### src/rtl/reset_release_sequencer_pkg.sv
// Shared types for the staged reset-release sequencer: FSM state encoding and timer sizing.
package reset_release_sequencer_pkg;

  typedef enum logic [2:0] {
    ST_ASSERT,
    ST_RELEASE,
    ST_WAIT_ACK,
    ST_GAP,
    ST_DONE,
    ST_ERROR
  } rrs_state_e;

  // Wide enough to hold the largest terminal count of any phase.
  function automatic int rrs_timer_width(input int a, input int b, input int c);
    int m;
    m = a;
    if (b > m) m = b;
    if (c > m) m = c;
    return $clog2(m + 1);
  endfunction

endpackage

### src/rtl/reset_seq_timer.sv
// Loadable down-counter that sticks at zero; expired flags the terminal count.
module reset_seq_timer #(
  parameter int WIDTH = 7
) (
  input  logic             clk,
  input  logic             load,
  input  logic [WIDTH-1:0] load_val,
  output logic             expired
);

  logic [WIDTH-1:0] count;

  always_ff @(posedge clk) begin
    if (load) begin
      count <= load_val;
    end else if (count != '0) begin
      count <= count - WIDTH'(1);
    end
  end

  assign expired = (count == '0);

endmodule

### src/rtl/reset_release_sequencer.sv
// Holds all reset domains low for a minimum width, then releases them one by one,
// waiting for each domain's ready with a per-domain timeout.
module reset_release_sequencer
  import reset_release_sequencer_pkg::*;
#(
  parameter int NUM_DOMAINS        = 4,
  parameter int MIN_ASSERT_CYCLES  = 16,
  parameter int STAGE_GAP_CYCLES   = 8,
  parameter int ACK_TIMEOUT_CYCLES = 64,
  localparam int IW = (NUM_DOMAINS > 1) ? $clog2(NUM_DOMAINS) : 1
) (
  input  logic                   clk,
  input  logic                   reset_n,
  input  logic                   sw_reset_req,
  input  logic [NUM_DOMAINS-1:0] domain_ready,
  output logic [NUM_DOMAINS-1:0] domain_reset_n,
  output logic                   busy,
  output logic                   all_ready,
  output logic                   timeout_err,
  output logic [IW-1:0]          err_domain
);

  localparam int TW = rrs_timer_width(MIN_ASSERT_CYCLES, STAGE_GAP_CYCLES, ACK_TIMEOUT_CYCLES);

  // Loads are terminal-count minus one: the edge that sees zero is the last one of the phase.
  localparam logic [TW-1:0]          LD_ASSERT  = TW'(MIN_ASSERT_CYCLES - 1);
  localparam logic [TW-1:0]          LD_GAP     = TW'(STAGE_GAP_CYCLES - 1);
  localparam logic [TW-1:0]          LD_TIMEOUT = TW'(ACK_TIMEOUT_CYCLES - 1);
  localparam logic [IW-1:0]          LAST_IDX   = IW'(NUM_DOMAINS - 1);
  localparam logic [NUM_DOMAINS-1:0] FIRST_REL  = NUM_DOMAINS'(1);

  rrs_state_e             state, state_n;
  logic [IW-1:0]          idx, idx_n;
  logic [IW-1:0]          err_domain_n;
  logic [NUM_DOMAINS-1:0] rel, rel_n;
  logic                   terr, terr_n;
  logic                   load;
  logic [TW-1:0]          load_val;
  logic                   expired;

  reset_seq_timer #(
    .WIDTH (TW)
  ) u_timer (
    .clk      (clk),
    .load     (load),
    .load_val (load_val),
    .expired  (expired)
  );

  always_ff @(posedge clk) begin
    if (!reset_n) begin
      state      <= ST_ASSERT;
      idx        <= '0;
      rel        <= '0;
      terr       <= 1'b0;
      err_domain <= '0;
    end else begin
      state      <= state_n;
      idx        <= idx_n;
      rel        <= rel_n;
      terr       <= terr_n;
      err_domain <= err_domain_n;
    end
  end

  always_comb begin
    state_n      = state;
    idx_n        = idx;
    rel_n        = rel;
    terr_n       = terr;
    err_domain_n = err_domain;
    load         = 1'b0;
    load_val     = '0;

    if (!reset_n || sw_reset_req) begin
      state_n      = ST_ASSERT;
      idx_n        = '0;
      rel_n        = '0;
      terr_n       = 1'b0;
      err_domain_n = '0;
      load         = 1'b1;
      load_val     = LD_ASSERT;
    end else begin
      case (state)
        ST_ASSERT: begin
          if (expired) begin
            rel_n    = FIRST_REL;
            state_n  = ST_WAIT_ACK;
            load     = 1'b1;
            load_val = LD_TIMEOUT;
          end
        end
        ST_RELEASE: begin
          state_n  = ST_WAIT_ACK;
          load     = 1'b1;
          load_val = LD_TIMEOUT;
        end
        ST_WAIT_ACK: begin
          if (domain_ready[idx]) begin
            if (idx == LAST_IDX) begin
              state_n = ST_DONE;
            end else begin
              state_n  = ST_GAP;
              load     = 1'b1;
              load_val = LD_GAP;
            end
          end else if (expired) begin
            state_n      = ST_ERROR;
            rel_n        = '0;
            terr_n       = 1'b1;
            err_domain_n = idx;
          end
        end
        ST_GAP: begin
          if (expired) begin
            // Shifting a one in keeps the released set contiguous from bit 0.
            idx_n    = idx + IW'(1);
            rel_n    = (rel << 1) | FIRST_REL;
            state_n  = ST_WAIT_ACK;
            load     = 1'b1;
            load_val = LD_TIMEOUT;
          end
        end
        ST_DONE:  state_n = ST_DONE;
        ST_ERROR: state_n = ST_ERROR;
        default:  state_n = ST_ERROR;
      endcase
    end
  end

  assign domain_reset_n = rel;
  assign timeout_err    = terr;
  assign busy           = (state == ST_ASSERT) || (state == ST_RELEASE) ||
                          (state == ST_WAIT_ACK) || (state == ST_GAP);
  assign all_ready      = (state == ST_DONE);

endmodule
### config.mk
export PLATFORM = sky130hd
export DESIGN_NAME = reset_release_sequencer
export DESIGN_NICKNAME = d
export VERILOG_FILES = /design/src/rtl/reset_release_sequencer_pkg.sv /design/src/rtl/reset_seq_timer.sv /design/src/rtl/reset_release_sequencer.sv
export SDC_FILE = /design/constraint.sdc
export NUM_CORES = 1
export LEC_CHECK = 0
export CAP_MARGIN = 30
export CELL_PAD_IN_SITES_DETAIL_PLACEMENT = 1
export CELL_PAD_IN_SITES_GLOBAL_PLACEMENT = 1
export CORE_ASPECT_RATIO = 0.7
export CORE_UTILIZATION = 40
export DETAILED_ROUTE_END_ITERATION = 16
export PLACE_DENSITY = 0.76
export SETUP_SLACK_MARGIN = 0.2
export SLEW_MARGIN = 20
export SYNTH_ARGS = -nofsm -noshare
export SYNTH_HDL_FRONTEND = slang
export SYNTH_SLANG_ARGS = --single-unit
### constraint.sdc
create_clock -name clk -period 2.3 [get_ports clk]
set_input_delay 0.46 -clock clk [delete_from_list [all_inputs] [get_ports clk]]
set_output_delay 0.46 -clock clk [all_outputs]
set_load 0.01 [all_outputs]
==> flow_summary_export.csv <==
group,metric,value,unit
final_layout,fillCellCount,294,
timing,fmax,504,MHz
floorplanning,die_h,44.9,um
detailed_routing,wl_met2,1.21,mm
global_routing,grt_pass1_vias,925,
placed_design,dpl.hpwl,1.83,mm
timing,report.final.slew_viol_count,0,
critical_path,crit_cells,5,
logic_synthesis,syn-cell-area,0.00105,mm^2
timing,rsz0062_at_grt,"no",
final_layout,area_growth_syn_to_layout,26.4,%
critical_path,reg2reg_to,"u_timer.count[3]",
floorplanning,die_area,0.00284,mm^2
global_routing,grt_antenna_before_repair,0,
floorplanning,rows,15,
detailed_routing,drc_errors,0,
cts,cts.clk_slew.worst_paths,0.07,ns
cts,htreeDepth,1,
critical_path,critPathCaptureType,"flop",
logic_synthesis,synthArstFlopShare,0,
detailed_routing,drt-vias-per-instance,5.48,
global_routing,grt_usage,0.202,
logic_synthesis,yosysTopAreaCell,"dfxtp_1",
global_routing,grt_overflow_total,0,
logic_synthesis,synth_edf_count,7,
timing,post-route-min-period,1.98,ns
min_path,hp-class,"reg2reg",
detailed_routing,wire_per_inst,15.9,um
critical_path,crit_chain,"or4_4 -> a2111oi_4 -> a31oi_4 -> nand4_1 -> buf_4",
pwr,cellPowerDensity,462,mW/mm^2
timing,hold_viol_final,0,
cts,cts.path.max_buffers,2,
cts,cts_buffers,3,
logic_synthesis,synth_warnings,0,
critical_path,cp-endpoint,"u_timer.count[3]",
global_routing,grt_pass1_wl,4.19,mm
logic_synthesis,ys_top_cells_by_area,"dfxtp_1, edfxtp_1, nand2_1",
critical_path,critical_path_class,"reg2reg",
critical_path,cp_max_fo,8,
cts,cts-root-buf,"clkbuf_8",
timing,relSlewSlack,0.668,
logic_synthesis,synth_ff_type,"dfxtp_1",
logic_synthesis,synth_top_family_by_area,"simple AND/OR/NAND/NOR gates",
pwr,leakage,0.486,nW
detailed_routing,met1_length,1.26,mm
critical_path,cp_data_required_time,2.28,ns
final_layout,final_layout_size_suffix_gt1_frac,0.140,
floorplanning,core,0.00248,mm^2
cts,cts.sinks,19,
logic_synthesis,ys_ff_latch,19,
timing,min_period_over_period,0.863,
logic_synthesis,synth_xor_area_frac,0.0333,
placed_design,io_buffers,15,
detailed_routing,vias,894,
pwr,peakVddDrop,0.000411,V
logic_synthesis,yosysSeqAreaShare,0.428,
logic_synthesis,ys_top_cells_by_count,"dfxtp_1, nand2_1, nand3_1",
logic_synthesis,synth.avg_cell_area,9.74,um^2
timing,whs,0.465,ns
critical_path,slowest_stage,"or4_4",
cts,cts_tree,"yes",
detailed_routing,drt-pass1-iter-count,4,
placed_design,dp.cells,155,
cts,clock_latency,0.26,ns
critical_path,startpoint,"u_timer.count[3]",
status,status,"complete, no violations",
floorplanning,io_pins,16,
timing,tns,0,ns
logic_synthesis,postSynthCellCount,108,
timing,finalSetupViolations,0,
critical_path,reg2regPathDepth,5,
timing,finalClockSkew,0.00437,ns
critical_path,rrSetupSlack,0.32,ns
detailed_routing,met3_length,86,um
final_layout,design_area,0.00133,mm^2
logic_synthesis,ys_types,38,
placed_design,gp_congestion,0.773,
detailed_routing,topRoutingLayerUsed,"met4",
critical_path,cpPeakStageDelay,0.60,ns
cts,hold_buffers,0,
logic_synthesis,synthMuxAreaShare,0.0499,
critical_path,crit_buf_inv,1,
logic_synthesis,synth_fa_ha_area_frac,0.0357,
run,drv_cap,0,
floorplanning,start_util,0.425,
detailed_routing,routed_wl,2.59,mm
critical_path,critPathTopFamily,"simple AND/OR/NAND/NOR gates",
logic_synthesis,synth_nets,118,
critical_path,start_kind,"flop",
floorplanning,die_x,63.3,um
final_layout,antenna_cells,0,
global_routing,grt_max_degree,18,
placed_design,dpl_cell_area,0.00125,mm^2
critical_path,worstPathArrival,1.97,ns
final_layout,layout.nets,140,
timing,tightest_slew,0.486,ns
logic_synthesis,synth_compound_area_frac,0.143,
final_layout,fin_cells,163,
logic_synthesis,yosysTopAreaCellShare,0.228,
logic_synthesis,synthSimpleGateAreaFrac,0.257,
detailed_routing,drtAntennaViolNets,0,
detailed_routing,drt_iter0_drc,43,
critical_path,r2r_start,"u_timer.count[3]",
[placed cells by master (no fill, tap or decap), types with 3 or more instances in the layout]
cell type | synthesis | final
nor3_1 | 4 | 4
o21ai_0 | 3 | 3
nand4_1 | 4 | 4
nand2_1 | 12 | 12
a21oi_1 | 6 | 6
inv_1 | 6 | 6
edfxtp_1 | 7 | 7
buf_4 | 1 | 8
dfxtp_1 | 12 | 11
clkdlybuf4s50_1 | 0 | 14
mux2i_1 | 3 | 3
nand3_1 | 8 | 8
clkbuf_8 | 0 | 3
nor2_1 | 5 | 5
ha_1 | 3 | 3
[power breakdown]
| group | total [mW] | switching (mW) | internal, mW |
|---|---|---|---|
| combinational | 0.0293 | 0.0146 | 0.0147 |
| sequential | 0.350 | 0.00195 | 0.348 |
| clock | 0.235 | 0.112 | 0.123 |
| total | 0.615 | 0.128 | 0.486 |
[per-layer routing]
layer	vias to the layer above	GRT usage
li1	434	-
met2	16	0.338
met5	-	0
met3	5	0.0606
met4	0	0.0818
met1	439	0.251
[kinds of logic (layout without fill, tap and decap cells)]
kind of cell	Yosys count	after routing
adders and majority gates	3	3
DFF	19	19
and+or+nand+nor	47	47
AOI/OAI and AO/OA	19	19
muxes	4	4
xor gates and xnor gates	4	4
buffers and inverters	12	33
[area by class of cell]
class	count	area (um^2)	area share
multi-input cells	77	556	0.418
clock buffers	4	45.0	0.0339
inverters	6	22.5	0.0169
flip-flops and latches	19	452	0.340
well taps	34	42.5	0.0320
repair buffers	23	213	0.160
[worst min-delay path: stages (launching register included)]
cell and delay, ns:
dfxtp_1 0.31, nand2_1 0.05, mux2i_1 0.05
[worst min-delay path by stage]
stage	from	to	slack (ns)	cells past startpoint
2_1_floorplan	idx[1]	idx[1]	0.47	2
3_3_place_gp	domain_reset_n[3]	domain_reset_n[3]	0.45	2
3_5_place_dp	domain_reset_n[3]	domain_reset_n[3]	0.46	2
4_1_cts	domain_reset_n[3]	domain_reset_n[3]	0.47	2
5_1_grt	domain_reset_n[3]	domain_reset_n[3]	0.48	2
6_report	domain_reset_n[3]	domain_reset_n[3]	0.46	2
[sequential cells by signal, indices dropped and copies added (netlist names)]
register / flops
domain_reset_n: 4
state: 3
err_domain: 2
u_timer.count: 7
idx: 2
timeout_err: 1
[stage by stage]
step	total power, mW	utilization	worst slack [ns]
2_1_floorplan	0.371	-	0.267
3_3_place_gp	0.385	0.505	0.0924
3_5_place_dp	0.386	0.505	0.0285
4_1_cts	0.624	0.529	0.220
5_1_grt	0.638	0.537	0.242
6_report	0.615	0.537	0.315
[repair_timing]
| action | in CTS | in global routing |
|---|---|---|
| endpoints found under the hold margin | 0 | 0 |
| pin swaps | 1 | 0 |
| gates resized for setup | 1 | 2 |
| setup endpoints to repair | 8 | 10 |
| setup buffers | 2 | 2 |
Power figures use the tool's default switching activity.
